[config.mk]
export PLATFORM = sky130hd
export DESIGN_NAME = stopwatch_ctrl
export DESIGN_NICKNAME = d
export VERILOG_FILES = /design/src/rtl/stopwatch_pkg.sv /design/src/rtl/tick_prescaler.sv /design/src/rtl/stopwatch_ctrl.sv
export SDC_FILE = /design/constraint.sdc
export NUM_CORES = 1
export LEC_CHECK = 0
export BUFFER_PORTS_ARGS = -buffer_cell sky130_fd_sc_hd__buf_4
export CAP_MARGIN = 20
export CORE_MARGIN = 2
export CORE_UTILIZATION = 45
export CTS_BUF_LIST = sky130_fd_sc_hd__clkbuf_8
export CTS_CLUSTER_DIAMETER = 120
export DETAILED_ROUTE_END_ITERATION = 16
export HOLD_SLACK_MARGIN = 0.03
export SYNTH_ARGS = -nofsm -noshare
export SYNTH_HDL_FRONTEND = slang
export SYNTH_SLANG_ARGS = --single-unit
[constraint.sdc]
create_clock -name clk -period 2.36 [get_ports clk]
set_input_delay 0.472 -clock clk [delete_from_list [all_inputs] [get_ports clk]]
set_output_delay 0.472 -clock clk [all_outputs]
set_load 0.01 [all_outputs]
[src/rtl/stopwatch_pkg.sv]
// Shared definitions for the stopwatch controller: state type and the
// status codes presented on the status port.
package stopwatch_pkg;

  typedef logic [1:0] state_t;

  localparam state_t ST_IDLE      = 2'b00;
  localparam state_t ST_RUNNING   = 2'b01;
  localparam state_t ST_PAUSED    = 2'b10;
  localparam state_t ST_SATURATED = 2'b11;

endpackage

[src/rtl/tick_prescaler.sv]
// One-second prescaler: counts 0..TICK_DIV-1 while enabled, holds when not,
// and flags the cycle in which it rolls over from TICK_DIV-1 back to 0.
module tick_prescaler #(
  parameter int unsigned TICK_DIV = 100000000
) (
  input  logic clk,
  input  logic rst,
  input  logic en,
  input  logic clr,
  output logic wrap
);

  localparam int unsigned W = $clog2(TICK_DIV);
  localparam logic [W-1:0] LAST = W'(TICK_DIV - 1);

  logic [W-1:0] count;

  // Rollover is flagged in the cycle the counter sits at its last value, so
  // the controller can register its tick on the same edge the counter wraps.
  assign wrap = en && (count == LAST);

  // Counter: clear wins over enable; holds its phase while disabled.
  always_ff @(posedge clk) begin
    // NOTE: state registers use non-blocking assignment so every flop samples
    // pre-edge values regardless of statement order.
    if (rst || clr) begin
      count <= '0;
    end else if (en) begin
      count <= wrap ? '0 : count + W'(1);
    end
  end

endmodule

[src/rtl/stopwatch_ctrl.sv]
// Stopwatch controller: detects rising edges on the user buttons, runs the
// IDLE/RUNNING/PAUSED/SATURATED state machine and issues one-cycle tick and
// clear pulses to the external count datapath. All outputs are registered.
module stopwatch_ctrl
  import stopwatch_pkg::*;
#(
  parameter int unsigned TICK_DIV = 100000000
) (
  input  logic       clk,
  input  logic       rst,
  input  logic       start,
  input  logic       stop,
  input  logic       reset,
  input  logic       at_max,
  output logic       sec_tick,
  output logic       cnt_clr,
  output logic [1:0] status
);

  logic   start_q, stop_q, reset_q;
  logic   start_edge, stop_edge, reset_edge;
  logic   running, wrap;
  state_t state, state_next;

  // Button sampling. The samples keep tracking the inputs during rst, so a
  // button already held when rst releases has to fall and rise again before
  // it counts as a press.
  always_ff @(posedge clk) begin
    start_q <= start;
    stop_q  <= stop;
    reset_q <= reset;
  end

  assign start_edge = start & ~start_q;
  assign stop_edge  = stop  & ~stop_q;
  assign reset_edge = reset & ~reset_q;
  assign running    = (state == ST_RUNNING);

  tick_prescaler #(
    .TICK_DIV (TICK_DIV)
  ) u_prescaler (
    .clk  (clk),
    .rst  (rst),
    .en   (running),
    .clr  (reset_edge),
    .wrap (wrap)
  );

  // Next-state logic. Only the highest-priority edge of a cycle is acted on
  // (reset > stop > start); a stop edge swallows a coincident start edge even
  // in states where stop itself is ignored.
  always_comb begin
    // NOTE: default assignment first so no path leaves state_next unassigned,
    // which would otherwise infer a latch.
    state_next = state;
    if (reset_edge) begin
      state_next = ST_IDLE;
    end else begin
      case (state)
        ST_IDLE: begin
          if (start_edge && !stop_edge) state_next = ST_RUNNING;
        end
        ST_RUNNING: begin
          if (stop_edge)            state_next = ST_PAUSED;
          else if (wrap && at_max)  state_next = ST_SATURATED;
        end
        ST_PAUSED: begin
          if (start_edge && !stop_edge) state_next = ST_RUNNING;
        end
        default: ;
      endcase
    end
  end

  // State and output pulses. A tick is only issued for a rollover that does
  // not coincide with a pause, a clear, or the count already at 99:59, which
  // also keeps sec_tick and cnt_clr mutually exclusive.
  always_ff @(posedge clk) begin
    if (rst) begin
      state    <= ST_IDLE;
      sec_tick <= 1'b0;
      cnt_clr  <= 1'b0;
    end else begin
      state    <= state_next;
      sec_tick <= running && wrap && !at_max && !stop_edge && !reset_edge;
      cnt_clr  <= reset_edge;
    end
  end

  assign status = state;

endmodule

==> results_dict.tcl, run 1 <==
set metrics [dict create \
    finalCritPeriodShare_pct 86.3 \
    tns_ns 0 \
    p_per_area_mw_per_mm2 614 \
    yosysSeqAreaShare_pct 44.4 \
    port_buffers 9 \
    yosys.area.top_type_share_pct 44.4 \
    grt_pass1_wl_mm 5.65 \
    final_max_slew_viol_count 0 \
    cts_tree "done" \
    worst_slack_ns 0.323 \
    pwr-share-clk_pct 41.4 \
    ys_types 35 \
    crit_family "simple AND/OR/NAND/NOR gates" \
    fin_util_pct 52.0 \
    grt_use_total_pct 18.4 \
    min_path_type "input port to register" \
    syn_area_mm2 0.00153 \
    cell_internal_pwr_uw 825 \
    postCtsHoldBufs 0 \
    h-tree-depth 2 \
    path_cells "ha_1 -> and4b_1 -> and3_1 -> nand3_1 -> nand2_1 -> nor2_1" \
    path_buf_inv 0 \
    drv_cap 0 \
    wl_per_cell_um 13.3 \
    p_sw_share_pct 22.0 \
    clk_pin_slew_ns 0.07 \
    chipWidth_um 62.3 \
    avgSynthCellArea_um2 8.70 \
    num_vias 1273 \
    hold_slack_ns 0.296 \
    cts_setup_buffers 0 \
    pre_cts_ws_ns 0.313 \
    final_common_cell "dfxtp_1" \
    reg2reg_from "u_prescaler.count[0]" \
    netlist_instances 176 \
    drt-total-wl_mm 3.11 \
    finalWeightedCongestion 0.853 \
    drive_above_1_share_pct 11.2 \
    critical_path.max_fanout 13 \
    grt_pass1_vias 1222 \
    yosys.area.top_type "dfxtp_1" \
    synth_ff_type "dfxtp_1" \
    hold_depth 1 \
    ys_warn_count 0 \
    period_needed_ns 2.04 \
    antenna_left 0 \
    mostFrequentLayoutCells "dfxtp_1 (34), nor2_1 (21), xor2_1 (17), nand3_1 (14), nand2_1 (14)" \
    ys_ff_latch 34 \
    power.leakage_nw 0.643 \
    seq_power_share_pct 55.0 \
    vias_per_cell 5.44 \
    r2r_cells 6 \
    endpoint "u_prescaler.count[7]" \
    switching_power_uw 233 \
    drtIter0Drc 63 \
    diodes 0 \
    drc 0 \
    grt_max_degree 15 \
    worstPathArrival_ns 2.20 \
    required_ns 2.52 \
    busiest_layer "met2" \
    cts_resized 0 \
    core_area_mm2 0.00331 \
    crit_path_max_incr_delay_ns 0.40 \
    grt.overflow.total 0 \
    max_clock_freq_mhz 491 \
    die_area_mm2 0.00389 \
    rsz0062_at_grt "no" \
    worst_pin_slew_ns 0.431 \
    ys_top_cells_by_area "dfxtp_1 (44%), xor2_1 (9.7%), nor2_1 (5.1%)" \
    clk_latency_ns 0.29 \
    area_growth_pct 12.5 \
    ff2ff_setup_slack_ns 0.32 \
    slew_headroom_pct 71.2 \
    status "completed" \
    critical_path_depth 6 \
    worst_clock_skew_ns 0.00375 \
    first_pass_iters 4 \
    antenna_found_initial 0 \
    grtUsageMet3_pct 4.89 \
    r2r-end "u_prescaler.count[7]" \
    start_util_pct 46.3 \
    end_kind "register" \
    power_frac_comb_pct 3.6 \
    start_kind "register" \
    final_nets 194 \
    cts_sinks 34 \
    ir_drop_uv 429 \
    synth_edf_count 0 \
    cp-startpoint "u_prescaler.count[0]" \
    setup_viol 0 \
    syn_nets 183 \
    clockBufferDepth 2 \
    async_reset_ff_share_pct 0 \
    hold_viol_final 0 \
    rows 21 \
    cts_buffers 5 \
    clock-root-buffer "clkbuf_8" \
    hpwl_mm 2.25 \
    criticalPathCategory "register to register" \
    cp_slowest_cell "and3_1" \
    met2_usage_pct 27.9 \
    met1_usage_pct 24.7 \
    die_h_um 62.3 \
    ioPinCount 10 \
]
==> power by group through the flow <==
stage               combinational, mW  sequential (mW)  clock [mW]
floorplan                      0.0218            0.595           0
global route                   0.0430            0.582       0.474
CTS                            0.0383            0.582       0.450
global placement               0.0379            0.594           0
detailed placement             0.0382            0.595           0
finish                         0.0378            0.582       0.438
==> kinds of logic (layout without fill, tap and decap cells) <==
logic type                 Yosys count  in the layout  share of synthesized area, %
AOI/OAI and AO/OA                   20             20                          7.35
and+or+nand+nor                     94             94                          34.0
adders and majority gates            1              1                         0.817
xor gates and xnor gates            18             18                          10.3
buffers and inverters                9             21                          3.10
DFF                                 34             34                          44.4
==> registers in the layout, summed over array words and instances (netlist names) <==
register,cells
status,2
start_q,1
cnt_clr,1
sec_tick,1
u_prescaler.count,27
stop_q,1
reset_q,1
==> cell usage after synthesis (3+ instances only) <==
cell	number
clkbuf_1	3
xor2_1	17
nand2b_1	4
and4_1	6
nand2_1	14
nor2b_1	3
and3_1	7
o21ai_0	3
a21oi_1	11
dfxtp_1	34
and2_1	4
nor2_1	21
nand3_1	14
nand4_1	7
==> stage by stage <==
stage | std cells | power, mW | cell area, um^2
2_1_floorplan | 176 | 0.617 | 1530
3_3_place_gp | 226 | 0.632 | 1630
3_5_place_dp | 226 | 0.633 | 1630
4_1_cts | 234 | 1.07 | 1720
5_1_grt | 234 | 1.10 | 1720
6_report | 234 | 1.06 | 1720
==> worst reg2reg max path, cell delays in order (launching register included) <==
cell	delay, ns
dfxtp_1	0.36
ha_1	0.17
and4b_1	0.26
and3_1	0.40
nand3_1	0.22
nand2_1	0.40
nor2_1	0.11
==> cell type report <==
| type | instances | area, um^2 |
|---|---|---|
| multi-input combinational | 133 | 803 |
| timing repair buffer | 11 | 82.6 |
| clock buffer | 6 | 82.6 |
| clock inverter | 2 | 8.76 |
| tap | 46 | 57.6 |
| sequential | 34 | 681 |
| fill | 328 | 1590 |
| inverter | 2 | 7.51 |
==> how the worst min path moves through the flow <==
stage	startpoint	end	slack, ns
after floorplan	u_prescaler.count[1]	u_prescaler.count[1]	0.44
after global placement	u_prescaler.count[1]	u_prescaler.count[1]	0.46
after detailed placement	u_prescaler.count[1]	u_prescaler.count[1]	0.46
after CTS	reset	reset_q	0.29
after global routing	start	start_q	0.29
final	start	start_q	0.30
==> metal layers <==
| layer | wire length, um | part of all wire, % | vias up |
|---|---|---|---|
| li1 | - | - | 643 |
| met1 | 1540 | 50 | 595 |
| met2 | 1360 | 44 | 30 |
| met3 | 151 | 4.9 | 5 |
| met4 | 57 | 1.8 | 0 |
| met5 | 0 | 0 | - |
Power figures use the tool's default switching activity.
==> inputs of run 2 (changes only) <==
Settings changed: CORE_MARGIN 2 to 4, CTS_CLUSTER_SIZE set to 40.
==> run 2 against run 1 <==
  * Non-clock buffer count rose by 1
  * Routed wire length fell by 3.4%
  * Clock power rose by 15%
  * Maximum frequency rose by 0.25%
  * Global-route usage fell by 2.3 points
  * Design area rose by 1.2%
  * Flip-flop and latch count did not move
  * Critical path depth did not move
==> results_dict.tcl, run 2 (synthesis results as in run 1) <==
set metrics [dict create \
    status "completed" \
    final_nets 195 \
    power_frac_comb_pct 3.6 \
    fin_util_pct 55.3 \
    cts_tree "done" \
    path_cells "ha_1 -> and4b_1 -> and3_1 -> nand3_1 -> nand2_1 -> nor2_1" \
    end_kind "register" \
    rsz0062_at_grt "no" \
    worst_pin_slew_ns 0.421 \
    dpl_cell_area_mm2 0.00164 \
    grt_pass1_vias 1199 \
    worst_clock_skew_ns 0.00217 \
    die_area_mm2 0.00440 \
    start_kind "register" \
    cp_slowest_cell "and3_1" \
    grt_use_total_pct 16.1 \
    crit_path_max_incr_delay_ns 0.40 \
    grt_max_degree 14 \
    cts_setup_buffers 0 \
    final_common_cell "dfxtp_1" \
    p_per_area_mw_per_mm2 645 \
    antenna_found_initial 0 \
    hold_viol_final 0 \
    worstHoldStart "reset" \
    final_max_slew_viol_count 0 \
    rows 20 \
    wl_per_cell_um 12.9 \
    drtIter0Drc 98 \
    max_clock_freq_mhz 492 \
    switching_power_uw 221 \
    seq_power_share_pct 51.7 \
    cell_internal_pwr_uw 903 \
    postCtsHoldBufs 0 \
    required_ns 2.52 \
    finalCritPeriodShare_pct 86.1 \
    grt_pass1_wl_mm 5.44 \
    criticalPathCategory "register to register" \
    pwr-share-clk_pct 44.7 \
    ir_drop_uv 331 \
    final_cells 233 \
    placed_cells 225 \
    power.leakage_nw 0.657 \
    largest_reg_flops 27 \
    cts_sinks 34 \
    slew_headroom_pct 71.9 \
    vias_per_cell 5.29 \
    period_needed_ns 2.03 \
    num_vias 1233 \
    ioPinCount 10 \
    grt.overflow.total 0 \
    port_buffers 9 \
    h-tree-depth 2 \
    diodes 0 \
    die_h_um 66.3 \
    drt-total-wl_mm 3.00 \
    hold_slack_ns 0.304 \
    clk_pin_slew_ns 0.06 \
    drive_above_1_share_pct 11.1 \
    setup_viol 0 \
    hpwl_mm 2.18 \
    cp-startpoint "u_prescaler.count[0]" \
    critical_path.max_fanout 13 \
    cts_resized 0 \
    first_pass_iters 4 \
    min_path_type "input port to register" \
    finalWeightedCongestion 0.817 \
    reg2reg_from "u_prescaler.count[0]" \
    antenna_left 0 \
    fill_cells 294 \
    chipWidth_um 66.3 \
    start_util_pct 48.6 \
    drc 0 \
    clock-root-buffer "clkbuf_8" \
    mostFrequentLayoutCells "dfxtp_1 (34), nor2_1 (21), xor2_1 (17), nand3_1 (14), nand2_1 (14)" \
    clockBufferDepth 2 \
    p_total_mw 1.12 \
    worst_slack_ns 0.328 \
    drv_cap 0 \
    p_sw_share_pct 19.7 \
    cts_buffers 5 \
    worstPathArrival_ns 2.19 \
    clk_latency_ns 0.28 \
    top_register "u_prescaler.count" \
    core_area_mm2 0.00315 \
    tns_ns 0 \
    pre_cts_ws_ns 0.302 \
    fin_area_mm2 0.00174 \
    area_growth_pct 13.8 \
]
run 2: cell types whose count changed in the layout (fill, tap and decap cells not counted):
cell       delta
buf_4         +1
bufinv_16     +1
clkbuf_8      -1
clkinv_2      -1
inv_1         +1
run 2: final cells by class:
cell class	count	area [um^2]	area share, %
clock buffer	5	68.8	3.95
multi-input combinational	133	803	46.1
timing repair buffer	12	90.1	5.17
inverter	2	7.51	0.431
tap	44	55.1	3.16
clock inverter	3	37.5	2.15
sequential	34	681	39.1
run 2: path summary, 6_finish.rpt:
| path | end | slack, ns | depth (start not counted) |
|---|---|---|---|
| worst max register to register | u_prescaler.count[21] | 0.33 | 6 |
| worst min-delay path | reset_q | 0.30 | 1 |
| worst max-delay path | u_prescaler.count[21] | 0.33 | 6 |
| worst min register to register | u_prescaler.count[1] | 0.48 | 2 |
run 2: power by group through the flow:
| stage | registers, mW | logic (mW) | clock network (mW) |
|---|---|---|---|
| 3_5_place_dp | 0.595 | 0.0400 | 0 |
| 5_1_grt | 0.582 | 0.0453 | 0.545 |
| 2_1_floorplan | 0.595 | 0.0218 | 0 |
| 4_1_cts | 0.581 | 0.0402 | 0.518 |
| 6_report | 0.582 | 0.0401 | 0.502 |
| 3_3_place_gp | 0.594 | 0.0396 | 0 |
run 2: worst max-delay path: cells and delay by family, from the launching register on:
kind	cells	cell delay, ns
adders and majority gates	1	0.17
DFF	1	0.37
and+or+nand+nor	5	1.37
run 2: metal layers:
metal,vias up,share of wire [%],track usage (%)
li1,647,-,-
met1,564,52,21.8
met2,14,43,24.4
met3,8,2.9,4.08
met4,0,1.8,6.09
met5,-,0,0
==> inputs of run 3 (changes only) <==
Settings changed: ABC_AREA set to 1.
==> run 3 against run 2 <==
  * Hold slack lost 0.0053 ns
  * Clock power shrank 15%
  * Cell count grew 30%
  * Total power shrank 5.6%
  * Die area up 9.6%
  * Global-route usage down 1.8 points
  * Via count grew 16%
  * Non-clock buffer count shrank 1
==> results_dict.tcl, run 3 <==
set metrics [dict create \
    top_register "u_prescaler.count" \
    synthAdderAreaFrac_pct 0.736 \
    port_buffers 9 \
    drv_cap 0 \
    num_vias 1428 \
    hold_viol_final 0 \
    finalCritPeriodShare_pct 69.5 \
    vias_per_cell 4.73 \
    rows 22 \
    chipWidth_um 69.4 \
    clk_latency_ns 0.28 \
    path_buf_inv 2 \
    antenna_left 0 \
    drtIter0Drc 61 \
    start_kind "register" \
    p_per_area_mw_per_mm2 554 \
    max_clock_freq_mhz 609 \
    min_path_type "input port to register" \
    yosys.area.top_type "dfxtp_1" \
    worst_slack_ns 0.719 \
    final_max_slew_viol_count 0 \
    h-tree-depth 2 \
    placed_cells 294 \
    yosys.area.top_type_share_pct 40.1 \
    synth_commonest_cells "nand2_1 (46), nor2_1 (35), dfxtp_1 (34), inv_1 (30), nor3_1 (14)" \
    worst_pin_slew_ns 0.456 \
    die_area_mm2 0.00482 \
    setup_viol 0 \
    slew_headroom_pct 69.5 \
    cts_buffers 5 \
    synth_edf_count 0 \
    synth_ff_type "dfxtp_1" \
    dpl_cell_area_mm2 0.00182 \
    area_growth_pct 12.7 \
    wl_per_cell_um 10.7 \
    grt_use_total_pct 14.3 \
    synth-xor-area-share_pct 3.09 \
    antenna_found_initial 0 \
    core_area_mm2 0.00366 \
    syn_nets 244 \
    period_needed_ns 1.64 \
    async_reset_ff_share_pct 0 \
    final_nets 260 \
    finalWeightedCongestion 0.773 \
    ys_types 30 \
    cts_sinks 34 \
    worstPathArrival_ns 1.86 \
    clockBufferDepth 2 \
    grt_pass1_wl_mm 5.69 \
    first_pass_iters 4 \
    die_h_um 69.4 \
    netlist_instances 237 \
    synth_compound_area_share_pct 9.79 \
    grt_pass1_vias 1259 \
    synth-simple-area-share_pct 37.6 \
    required_ns 2.58 \
    tns_ns 0 \
    status "completed" \
    largest_reg_flops 27 \
    cts_resized 0 \
    ys_top_cells_by_area "dfxtp_1 (40%), nand2_1 (10%), nor2_1 (7.7%)" \
    crit_family "compound AO/OA/AOI/OAI gates" \
    power.leakage_nw 0.704 \
    drt-total-wl_mm 3.24 \
    syn_area_mm2 0.00170 \
    pre_cts_ws_ns 0.526 \
    clock-root-buffer "clkbuf_8" \
    synth.area.mux_share_pct 0 \
    start_util_pct 46.4 \
    cts_setup_buffers 0 \
    ys_warn_count 0 \
    critical_path.max_fanout 9 \
    yosysMostFrequentCell "nand2_1" \
    drc 0 \
    final_common_cell "nand2_1" \
    path_cells "ha_1 -> inv_1 -> nor2_2 -> nand2_4 -> nor2_4 -> a21oi_2 -> buf_4 -> nand2_1 -> a2bb2oi_2" \
    ys_ff_latch 34 \
    worst_clock_skew_ns 0.00512 \
    avgSynthCellArea_um2 7.17 \
    synth_top_family_by_area "simple AND/OR/NAND/NOR gates" \
    postCtsHoldBufs 0 \
    cp_slowest_cell "dfxtp_1" \
    grt.overflow.total 0 \
    final_cells 302 \
    criticalPathCategory "register to register" \
    ir_drop_uv 404 \
    rsz0062_at_grt "no" \
    hpwl_mm 2.49 \
    clk_pin_slew_ns 0.07 \
    mostFrequentLayoutCells "nand2_1 (46), nor2_1 (35), dfxtp_1 (34), inv_1 (31), nor3_1 (14)" \
    fin_area_mm2 0.00191 \
    yosysSeqAreaShare_pct 40.1 \
    ioPinCount 10 \
    crit_path_max_incr_delay_ns 0.34 \
    grt_max_degree 11 \
    drive_above_1_share_pct 17.3 \
    cts_tree "done" \
    end_kind "register" \
    diodes 0 \
]
-- run 3: cell types whose count changed in the layout (fill, tap and decap cells not counted), sizes merged, moves of 5 or more --
cell and change:
and3 -7, and4 -7, xor2 -13, nor2 +26
o21ai +5, inv +30, nand2 +38, nor3 +12
-- run 3: area by class of cell --
type / count / area, um^2
fill: 375 / 1750
multi-input combinational: 167 / 871
sequential: 34 / 681
inverter: 34 / 129
clock buffer: 6 / 82.6
timing repair buffer: 11 / 82.6
tap: 48 / 60.1
clock inverter: 2 / 8.76
-- run 3: cell families (layout without fill, tap and decap cells) --
logic type                 count (synthesis)  in the layout
buffers and inverters                     36             53
xor gates and xnor gates                   6              6
AOI/OAI and AO/OA                         28             28
adders and majority gates                  1              1
and+or+nand+nor                          132            132
DFF                                       34             34
-- run 3: per-layer routing --
layer	track usage [%]	vias to the layer above	wire [um]	share of wire (%)
met5	0	-	0	0
met4	4.56	0	24	0.74
met3	3.48	4	87	2.7
met2	19.6	15	1340	41
met1	21.8	623	1790	55
li1	-	786	-	-
-- run 3: path summary, 6_finish.rpt --
kind | slack, ns | cells after the start | to | start
max | 0.72 | 9 | u_prescaler.count[18] | u_prescaler.count[0]
max reg2reg | 0.72 | 9 | u_prescaler.count[18] | u_prescaler.count[0]
min reg2reg | 0.42 | 1 | cnt_clr | reset_q
min | 0.30 | 1 | start_q | start
-- run 3: power by group --
part	internal (mW)	total, mW	switching [mW]
logic	0.0193	0.0507	0.0314
registers	0.579	0.582	0.00325
clock network	0.231	0.428	0.197
total	0.829	1.06	0.232
-- run 3: through the flow --
stage,total power [mW],hold slack [ns],util (%)
global placement,0.646,0.413,49.8
floorplan,0.628,0.399,-
finish,1.06,0.299,52.3
global route,1.11,0.291,52.3
detailed placement,0.647,0.413,49.8
CTS,1.08,0.291,52.3
